File: config.mk
export PLATFORM = sky130hd
export DESIGN_NAME = sync_fifo_flags
export DESIGN_NICKNAME = d
export VERILOG_FILES = /design/src/rtl/fifo_pkg.sv /design/src/rtl/sync_fifo_mem.sv /design/src/rtl/sync_fifo_flags.sv
export SDC_FILE = /design/constraint.sdc
export NUM_CORES = 1
export LEC_CHECK = 0
export BUFFER_PORTS_ARGS = -buffer_cell sky130_fd_sc_hd__buf_2
export CAP_MARGIN = 0
export CORE_MARGIN = 4
export CORE_UTILIZATION = 30
export CTS_CLUSTER_DIAMETER = 120
export DETAILED_ROUTE_END_ITERATION = 10
export GPL_TIMING_DRIVEN = 0
export PLACE_DENSITY = 0.53
export SLEW_MARGIN = 10
export SYNTH_ARGS = -nofsm -noshare
export SYNTH_HDL_FRONTEND = slang
export SYNTH_HIERARCHICAL = 1
export SYNTH_SLANG_ARGS = --single-unit
File: constraint.sdc
create_clock -name clk -period 5.7 [get_ports clk]
set_input_delay 1.71 -clock clk [delete_from_list [all_inputs] [get_ports clk]]
set_output_delay 1.71 -clock clk [all_outputs]
set_load 0.005 [all_outputs]
File: src/rtl/fifo_pkg.sv
// Shared helpers for the single-clock FIFO: depth derivation, threshold
// legality and read-mode selectors.
package fifo_pkg;

  localparam int FIFO_STD  = 0;
  localparam int FIFO_FWFT = 1;

  function automatic int fifo_depth(input int addrsize);
    return 1 << addrsize;
  endfunction

  // Almost-full may sit anywhere from 1 to DEPTH; almost-empty from 0 to DEPTH-1.
  function automatic bit fifo_thresh_ok(input int afull, input int aempty, input int depth);
    return (afull >= 1) && (afull <= depth) && (aempty >= 0) && (aempty <= depth - 1);
  endfunction

endpackage

File: src/rtl/sync_fifo_mem.sv
// WORDSIZE x DEPTH register array: one synchronous write port and one
// combinational read port. Contents are deliberately not reset.
module sync_fifo_mem #(
  parameter int WORDSIZE = 8,
  parameter int ADDRSIZE = 4,
  parameter int DEPTH    = 16
) (
  input  logic                clk,
  input  logic                we,
  input  logic [ADDRSIZE-1:0] waddr,
  input  logic [WORDSIZE-1:0] wdata,
  input  logic [ADDRSIZE-1:0] raddr,
  output logic [WORDSIZE-1:0] rdata
);

  logic [WORDSIZE-1:0] mem [DEPTH];

  always_ff @(posedge clk) begin
    if (we) mem[waddr] <= wdata;
  end

  assign rdata = mem[raddr];

endmodule

File: src/rtl/sync_fifo_flags.sv
// Single-clock FIFO with occupancy count, programmable almost flags, sticky
// overflow/underflow, synchronous flush and selectable FWFT read mode.
module sync_fifo_flags
  import fifo_pkg::*;
#(
  parameter int WORDSIZE      = 8,
  parameter int ADDRSIZE      = 4,
  parameter int AFULL_THRESH  = fifo_depth(ADDRSIZE) - 2,
  parameter int AEMPTY_THRESH = 2,
  parameter int FWFT          = FIFO_STD
) (
  input  logic                clk,
  input  logic                rst,
  input  logic                clear,
  input  logic                signal_write,
  input  logic [WORDSIZE-1:0] write_data,
  input  logic                signal_read,
  output logic [WORDSIZE-1:0] read_data,
  output logic                full,
  output logic                empty,
  output logic                almost_full,
  output logic                almost_empty,
  output logic [ADDRSIZE:0]   count,
  output logic                overflow,
  output logic                underflow
);

  localparam int DEPTH = fifo_depth(ADDRSIZE);
  localparam logic [ADDRSIZE:0] DEPTH_C  = (ADDRSIZE+1)'(DEPTH);
  localparam logic [ADDRSIZE:0] AFULL_C  = (ADDRSIZE+1)'(AFULL_THRESH);
  localparam logic [ADDRSIZE:0] AEMPTY_C = (ADDRSIZE+1)'(AEMPTY_THRESH);

  if (!fifo_thresh_ok(AFULL_THRESH, AEMPTY_THRESH, DEPTH)) begin : g_bad_thresh
    $fatal(1, "sync_fifo_flags: AFULL_THRESH/AEMPTY_THRESH out of range");
  end

  logic [ADDRSIZE-1:0] wptr, rptr;
  logic [ADDRSIZE:0]   count_q;
  logic [WORDSIZE-1:0] mem_rdata;
  logic                wr_acc, rd_acc;

  // Flags are pure decodes of the registered count, so they lag the causing edge by one cycle.
  assign full         = (count_q == DEPTH_C);
  assign empty        = (count_q == '0);
  assign almost_full  = (count_q >= AFULL_C);
  assign almost_empty = (count_q <= AEMPTY_C);
  assign count        = count_q;

  // A flush swallows any same-cycle request; a full FIFO never passes a write through.
  assign wr_acc = signal_write && !full  && !clear;
  assign rd_acc = signal_read  && !empty && !clear;

  always_ff @(posedge clk or negedge rst) begin
    if (!rst) begin
      wptr      <= '0;
      rptr      <= '0;
      count_q   <= '0;
      overflow  <= 1'b0;
      underflow <= 1'b0;
    end else if (clear) begin
      wptr      <= '0;
      rptr      <= '0;
      count_q   <= '0;
      overflow  <= 1'b0;
      underflow <= 1'b0;
    end else begin
      if (wr_acc) wptr <= wptr + 1'b1;
      if (rd_acc) rptr <= rptr + 1'b1;
      case ({wr_acc, rd_acc})
        2'b10:   count_q <= count_q + 1'b1;
        2'b01:   count_q <= count_q - 1'b1;
        default: count_q <= count_q;
      endcase
      if (signal_write && full) overflow  <= 1'b1;
      if (signal_read && empty) underflow <= 1'b1;
    end
  end

  sync_fifo_mem #(
    .WORDSIZE (WORDSIZE),
    .ADDRSIZE (ADDRSIZE),
    .DEPTH    (DEPTH)
  ) u_mem (
    .clk   (clk),
    .we    (wr_acc),
    .waddr (wptr),
    .wdata (write_data),
    .raddr (rptr),
    .rdata (mem_rdata)
  );

  if (FWFT == FIFO_FWFT) begin : g_fwft
    assign read_data = mem_rdata;
  end else begin : g_std
    // Output register is left alone by clear; only reset zeroes it.
    logic [WORDSIZE-1:0] rd_q;
    always_ff @(posedge clk or negedge rst) begin
      if (!rst)        rd_q <= '0;
      else if (rd_acc) rd_q <= mem_rdata;
    end
    assign read_data = rd_q;
  end

endmodule

==> flow_summary.ini, run 1 <==
[synth]
synth_seq_cells = 151
synth-edff-count = 128
syn_area_per_cell_um2 = 18.2
ys_async_sr_fraction = 0.152
yosysMostFrequentCell = edfxtp_1
synth_area_leaders = edfxtp_1 (61%), dfrtp_1 (9.2%), mux4_2 (6.5%), mux4_1 (5.9%), a22oi_1 (1.9%)
yosysTopAreaCellShare = 0.612
synth_cell_types = 49
syn_nets = 364
seq_area_frac_synth = 0.704
syn-instance-count = 345
yosys.area.top_type = edfxtp_1
ys_warn_count = 6
synth_area_um2 = 6280
synthFlopType = edfxtp_1
synth.top_cells.by_count = edfxtp_1 (128), nor2_1 (31), dfrtp_1 (23)

[power_and_ir_drop]
p_leak_nw = 2.57
seqPwrFrac = 0.414
cellPowerDensity_nw_per_um2 = 436
intPower_mw = 2.34
ir_worst_vdd_v = 0.000201
netSwitchingPower_mw = 0.884
swShare = 0.274
total_power_mw = 3.22
power_frac_comb = 0.227
pwr-share-clk = 0.359

[timing]
final_max_slew_viol_count = 0
finalHoldViolCount = 0
min_period_ns = 3.91
setup_viol = 0
finClkSkew_ns = 0.0132
clock.fmax_ghz = 0.256
period_share = 0.686
fin_setup_tns_ns = 0
slew_headroom = 0.414
rsz0062_at_grt = no
layout_setup_ws_ns = 1.79
tightest_slew_ns = 0.876

[setup_path]
reg2reg_slack_ns = 2.58
r2r_cells = 5
cp-end-kind = register
startpoint = signal_write
worst-setup-path-type = primary input to register
rr_endpoint = u_mem/mem[3][0]$_DFFE_PP_
crit_fanout = 9
r2r-start = count[4]$_DFFE_PN0P_
startpoint_type = primary input
cp.arrival_ns = 3.95
required_ns = 5.74

[routing]
routed_via_density = 4.82
first_iter_violations = 296
postRouteAntennaNets = 0
drc = 0
num_vias = 3253
routed_wl_mm = 13.0
wl_per_cell_um = 19.2
drt-pass1-iter-count = 4

[clock_tree]
clock_path_buffers = 2
numCtsBuffers = 17
clkTransAtPathRegs_ns = 0.06
cts_sinks = 151
hold_buffers = 0
clk_latency_ns = 0.42
cts_resized = 0
clock-root-buffer = clkbuf_16
cts_setup_buffers = 0
cts_tree = yes
htreeDepth = 4

[floorplanning]
dieHeight_um = 153
start_util = 0.307
rows = 52
coreArea_um2 = 20400
io_pins = 32
die_area_um2 = 23300
fp.dieW_um = 153

[global_route]
grt_util_all_layers = 0.116
gr-total-overflow = 0
grt_max_degree = 24
antenna_found_initial = 0
grt_pass1_wl_mm = 20.2
grt_pass1_vias = 3375

[placed_design]
place_area_um2 = 6780
hpwlAfterDp_mm = 8.83
gp_congestion = 0.775
io_buffers = 29
dp_worst_setup_slack_ns = 1.27

[min_path]
holdPathStages = 1
min-delay-start = read_data[0]$_DFFE_PN0P_
hold_class = register to register
worstHoldEndpoint = read_data[0]$_DFFE_PN0P_

[layout]
layout.nets = 412
area_growth_pct = 17.8
fin_area_um2 = 7390
regArea_um2 = 4420
nFillCells = 1935
antenna_cells = 0
drive_above_1_share = 0.274
multiInputGateArea_um2 = 1730
final_core_util = 0.362

[run_status]
outcome = finished clean

[flow_run]
max_cap_violations = 0
## worst max-delay path by stage
stage	cells after the start	to	slack [ns]
after global routing	5	u_mem/mem[1][1]$_DFFE_PP_	1.65
final	5	u_mem/mem[3][0]$_DFFE_PP_	1.79
after CTS	5	u_mem/mem[1][4]$_DFFE_PP_	1.72
after detailed placement	5	u_mem/mem[1][0]$_DFFE_PP_	1.27
after floorplan	5	u_mem/mem[0][0]$_DFFE_PP_	1.70
after global placement	5	u_mem/mem[0][7]$_DFFE_PP_	0.90
## power groups by stage
stage	Clock, mW	Combinational [mW]	Sequential [mW]
after CTS	1.18	0.745	1.34
after floorplan	0	0.522	1.34
after global routing	1.23	0.806	1.34
after global placement	0	0.735	1.35
final	1.16	0.731	1.33
after detailed placement	0	0.743	1.36
## per-stage QoR
| step | hold slack [ns] | instances |
|---|---|---|
| global placement | 0.483 | 644 |
| floorplan | 0.486 | 345 |
| CTS | 0.505 | 675 |
| global route | 0.512 | 675 |
| finish | 0.499 | 675 |
| detailed placement | 0.490 | 644 |
## flip-flops by register name (all words and copies together), names as in the netlist
| name | cells |
|---|---|
| count | 5 |
| overflow | 1 |
| read_data | 8 |
| rptr | 4 |
| u_mem/mem | 128 |
| underflow | 1 |
| wptr | 4 |
## worst max-delay path, cell delays in order
cell and delay (ns):
buf_2 0.16, a21boi_0 0.50, nor2b_1 0.38, or3b_2 0.53, nor2_1 0.66
## kinds of logic after synthesis
logic type | share of synthesized area
adder cells (fa/ha/maj) | 0.0132
flip-flops | 0.704
AND/OR/NAND/NOR | 0.0606
AO/OA/AOI/OAI | 0.0444
XOR/XNOR | 0.00976
buffers and inverters | 0.0241
multiplexers | 0.144
## routing by layer
metal | vias up | track usage | wire length [um]
li1 | 1477 | - | -
met1 | 1699 | 0.151 | 5780
met2 | 63 | 0.191 | 6550
met3 | 14 | 0.0207 | 415
met4 | 0 | 0.0458 | 216
met5 | - | 0 | 0
## placed cells by master (no fill, tap or decap), types with 8 or more instances in the layout
| master | Yosys | final |
|---|---|---|
| clkbuf_16 | 0 | 17 |
| buf_2 | 4 | 33 |
| nor2_1 | 31 | 31 |
| edfxtp_1 | 128 | 128 |
| nand2_1 | 12 | 12 |
| dfrtp_1 | 23 | 23 |
| a22oi_1 | 16 | 16 |
| mux4_2 | 18 | 18 |
| mux2_2 | 8 | 8 |
| mux4_1 | 14 | 14 |
## final cells by class
class,count,share of cell area
Clock buffer,17,0.0575
Clock inverter,14,0.0252
Buffer,17,0.0184
Tap cell,270,0.0457
Multi-Input combinational cell,173,0.234
Timing Repair Buffer,29,0.0196
Sequential cell,151,0.598
Inverter,4,0.00203
Power figures use the tool's default switching activity.
==> run 2, diff against run 1 <==
Settings changed: PLACE_DENSITY 0.53 to 0.54.
Clock period 5.7 ns to 3.2 ns, I/O delays scaled along.
==> run 2 against run 1 <==
Compared with the run above:
- clock skew down 0.0073 ns
- critical path depth did not move
- die area unchanged
- sequential power up 80%
- hold slack worse by 0.0049 ns
- setup slack lost 1.6 ns
- non-clock buffer count is the same
- clock-buffer cell count did not move
- power rose by 74%
- critical path type unchanged
- largest power group unchanged
==> flow_summary.ini, run 2 (synthesized netlist as in run 1, its figures left out) <==
[routing]
first_iter_violations = 253
postRouteAntennaNets = 0
drt-pass1-iter-count = 6
routed_wl_mm = 13.1
drc = 0
num_vias = 3248
routed_via_density = 4.80
wl_per_cell_um = 19.4

[layout]
largest_reg_flops = 128
antenna_cells = 0
fin_area_um2 = 7370
layout_commonest_cell = edfxtp_1
final_core_util = 0.361
regMostFlops = u_mem/mem
drive_above_1_share = 0.281
layout_common_cells = edfxtp_1 (128), buf_2 (33), nor2_1 (28)
layout.nets = 412
area_growth_pct = 17.4
nFillCells = 1961

[timing]
finClkSkew_ns = 0.00591
setup_viol = 0
clock.fmax_ghz = 0.332
min_period_ns = 3.01
fin_setup_tns_ns = 0
period_share = 0.941
final_max_slew_viol_count = 0
finalHoldViolCount = 0
rsz0062_at_grt = no
tightest_slew_ns = 0.848
slew_headroom = 0.433

[placed_design]
gp_congestion = 0.801
io_buffers = 29
hpwlAfterDp_mm = 8.75
place_area_um2 = 6780

[setup_path]
r2r_cells = 5
required_ns = 3.25
cp.arrival_ns = 3.06
reg2reg_slack_ns = 0.24
cp-end-kind = register
worst-setup-path-type = primary input to register
rr_endpoint = u_mem/mem[3][2]$_DFFE_PP_
r2r-start = count[4]$_DFFE_PN0P_
startpoint_type = primary input
crit_fanout = 9

[clock_tree]
clk_latency_ns = 0.41
cts_setup_buffers = 0
cts_sinks = 151
hold_buffers = 0
numCtsBuffers = 17
clock_path_buffers = 2
clock-root-buffer = clkbuf_16
htreeDepth = 4
clkTransAtPathRegs_ns = 0.06
cts_tree = yes

[min_path]
worstHoldEndpoint = underflow$_DFFE_PN0P_
hold_class = register to register
holdPathStages = 2
min-delay-start = underflow$_DFFE_PN0P_

[floorplanning]
fp.dieW_um = 153
start_util = 0.307
coreArea_um2 = 20400
rows = 52
io_pins = 32
dieHeight_um = 153
die_area_um2 = 23300

[power_and_ir_drop]
ir_worst_vdd_v = 0.000388
p_leak_nw = 2.53
cellPowerDensity_nw_per_um2 = 763

[global_route]
antenna_found_initial = 0
gr-total-overflow = 0
grt_pass1_wl_mm = 20.5
grt_util_all_layers = 0.118
grt_pass1_vias = 3413
grt_max_degree = 24

[flow_run]
max_cap_violations = 0

[run_status]
outcome = finished clean
## run 2: cell types whose count changed in the layout (fill, tap and decap cells not counted)
cell        previous run  this run
bufinv_16              3         1
clkinv_1               0         2
clkinv_2               1         0
clkinvlp_4             1         4
inv_6                  6         5
nor2_1                31        28
nor2_2                 0         3
nor3_2                 4         3
nor3_4                 0         1
nor4_1                 1         0
nor4_2                 0         1
## run 2: worst max-delay path by stage
stage,end,depth (start not counted),startpoint
after detailed placement,u_mem/mem[4][3]$_DFFE_PP_,5,signal_write
final,u_mem/mem[3][2]$_DFFE_PP_,5,signal_write
after CTS,u_mem/mem[0][7]$_DFFE_PP_,5,signal_write
after global routing,u_mem/mem[14][1]$_DFFE_PP_,5,count[4]$_DFFE_PN0P_
after floorplan,u_mem/mem[2][0]$_DFFE_PP_,5,signal_write
after global placement,u_mem/mem[12][3]$_DFFE_PP_,5,signal_write
## run 2: per-stage QoR
stage          instances  worst slack [ns]  hold slack, ns  power, mW
2_1_floorplan        345             0.173           0.486       3.33
3_3_place_gp         644            -0.568           0.484       3.75
3_5_place_dp         644            -0.563           0.487       3.78
4_1_cts              676         0.0000191           0.502       5.69
5_1_grt              676           0.00718           0.530       5.92
6_report             676             0.190           0.494       5.62
## run 2: worst max-delay path, cell delays in order
cell and delay [ns]:
buf_2 0.17, a21boi_0 0.50, nor2b_1 0.40, or3b_2 0.57, nor2_2 0.45
## run 2: what timing repair did
action / CTS / global route
setup endpoints to repair: 24 / 9
resized for setup: 4 / 2
cloned: 0 / 0
## run 2: per-layer routing
layer  vias to the layer above  share of wire  track usage
met1                      1679           0.43        0.151
met5                         -              0            0
met3                        15          0.039       0.0256
met2                        81           0.51        0.191
li1                       1473              -            -
met4                         0          0.024       0.0543
## run 2: final cells by class
cell class / count / area [um2] / share of cell area
Sequential cell: 151 / 4420 / 0.600
Multi-Input combinational cell: 173 / 1750 / 0.237
Clock buffer: 17 / 425 / 0.0577
Tap cell: 270 / 338 / 0.0458
Timing Repair Buffer: 29 / 145 / 0.0197
Clock inverter: 15 / 143 / 0.0194
Buffer: 17 / 136 / 0.0185
Inverter: 4 / 15.0 / 0.00204
## run 2: power breakdown
group	internal, mW	total, mW	switching, mW
Sequential	2.26	2.39	0.134
Clock	1.09	1.89	0.803
Combinational	0.669	1.34	0.669
Total	4.02	5.62	1.61
==> run 3, diff against run 2 <==
Settings changed: CORE_MARGIN 4 to default.
==> run 3 against run 2 <==
Compared with the run above:
- register-to-register slack worse by 0.03 ns
- sequential power hardly changed
- core utilization up 0.31 points
- non-clock buffer count increased by 2
- clock-buffer cell count did not move
- clock skew up 0.0025 ns
- critical path depth is the same
- via count increased by 2.5%
- power up 0.86%
- setup slack gained 0.019 ns
- hold slack worse by 0.0015 ns
- final area increased by 0.53%
==> flow_summary.ini, run 3 (synthesized netlist as in run 1, its figures left out) <==
[run_status]
outcome = finished clean

[global_route]
grt_pass1_vias = 3422
gr-total-overflow = 0
antenna_found_initial = 0
grt_pass1_wl_mm = 20.4
grt_max_degree = 24
grt_util_all_layers = 0.133

[placed_design]
place_area_um2 = 6800
gp_congestion = 0.781
dp.cells = 646
hpwlAfterDp_mm = 8.69
io_buffers = 29

[min_path]
hold_class = register to register

[layout]
nFillCells = 1923
antenna_cells = 0
drive_above_1_share = 0.292
area_growth_pct = 18.0
layout_common_cells = edfxtp_1 (128), buf_2 (33), nor2_1 (27)
final_core_util = 0.364
multiInputGateArea_um2 = 1750
layout_commonest_cell = edfxtp_1
stdcell_count = 678
regMostFlops = u_mem/mem
regArea_um2 = 4420
largest_reg_flops = 128
layout.nets = 414
fin_area_um2 = 7410

[setup_path]
crit_slowest_cell = or3b_2
worst-setup-path-type = primary input to register
startpoint_type = primary input
cp.arrival_ns = 3.05
required_ns = 3.26
crit_fanout = 9
critical-path-max-stage-delay_ns = 0.56
crit_path_cell_trace = buf_2 > a21boi_0 > nor2b_1 > or3b_2 > nor2_2
cp_top_family = simple AND/OR/NAND/NOR gates
cp-end-kind = register
critPathBufInv = 1

[routing]
met2_length_mm = 6.57
first_iter_violations = 214
routed_wl_mm = 13.4
postRouteAntennaNets = 0
dr_wl_met3_um = 570
drc = 0
drt-pass1-iter-count = 4
wl_met1_mm = 5.95
routed_via_density = 4.91
wl_per_cell_um = 19.8
num_vias = 3330
top_layer = met4

[timing]
fin_setup_tns_ns = 0
period_share = 0.935
tightest_slew_ns = 1.02
setup_viol = 0
slew_headroom = 0.320
final_max_slew_viol_count = 0
finClkSkew_ns = 0.00839
finalHoldViolCount = 0
whs_ns = 0.493
min_period_ns = 2.99
clock.fmax_ghz = 0.334
rsz0062_at_grt = no

[power_and_ir_drop]
ir_worst_vdd_v = 0.000368
cellPowerDensity_nw_per_um2 = 765
p_leak_nw = 2.56

[clock_tree]
cts_setup_buffers = 0
clkTransAtPathRegs_ns = 0.06
clock-root-buffer = clkbuf_16
numCtsBuffers = 17
clk_latency_ns = 0.42
cts_tree = yes
htreeDepth = 4
clock_path_buffers = 2
cts_sinks = 151
hold_buffers = 0

[flow_run]
max_cap_violations = 0

[floorplanning]
coreArea_um2 = 20400
die_area_um2 = 21500
io_pins = 32
fp.dieW_um = 147
dieHeight_um = 147
start_util = 0.308
rows = 52
run 3: changes by cell type in the layout (fill, tap and decap cells not counted):
cell / delta
buf_4: +2
clkinv_1: -2
clkinv_4: +2
clkinv_8: +1
clkinvlp_4: -1
inv_6: -1
inv_8: +1
nor2_1: -1
nor2_2: +1
run 3: tightest hold or removal path: cells and delay by family (launching register included):
kind             cells  cell delay [ns]
AO/OA/AOI/OAI        1             0.04
AND/OR/NAND/NOR      1             0.07
flip-flops           1             0.34
run 3: timing repair:
item,in CTS,in global routing
gates cloned,0,0
gates resized for setup,2,4
setup endpoints to repair,16,20
hold endpoints to repair,0,0
run 3: routing by layer:
| layer | vias to the layer above | global-route usage |
|---|---|---|
| met5 | - | 0 |
| met4 | 0 | 0.0693 |
| met3 | 24 | 0.0259 |
| met2 | 78 | 0.215 |
| met1 | 1737 | 0.171 |
| li1 | 1491 | - |
run 3: power breakdown:
part | switching, mW | leakage [nW] | internal (mW)
combinational | 0.670 | 0.828 | 0.666
sequential | 0.121 | 1.45 | 2.26
clock | 0.849 | 0.280 | 1.10
total | 1.64 | 2.56 | 4.03
run 3: area by class of cell:
cell class	count	area share
Multi-Input combinational cell	173	0.236
Sequential cell	151	0.596
Inverter	4	0.00203
Buffer	17	0.0184
Tap cell	270	0.0456
Clock inverter	15	0.0221
Timing Repair Buffer	31	0.0216
Clock buffer	17	0.0574
run 3: through the flow:
step	worst slack, ns	power, mW
after floorplan	0.173	3.33
after CTS	0.0340	5.73
after detailed placement	-0.512	3.76
final	0.208	5.67
after global placement	-0.635	3.72
after global routing	0.0554	5.93
run 3: final timing paths:
check	startpoint	to	slack, ns	cells after the start
setup / recovery	signal_write	u_mem/mem[1][6]$_DFFE_PP_	0.21	5
hold / removal	overflow$_DFFE_PN0P_	overflow$_DFFE_PN0P_	0.49	2
setup reg to reg	count[1]$_DFFE_PN0P_	count[4]$_DFFE_PN0P_	0.21	8
hold reg to reg	overflow$_DFFE_PN0P_	overflow$_DFFE_PN0P_	0.49	2
max in group asynchronous	rst	read_data[4]$_DFFE_PN0P_	2.26	1
min in group asynchronous	rst	underflow$_DFFE_PN0P_	0.53	1
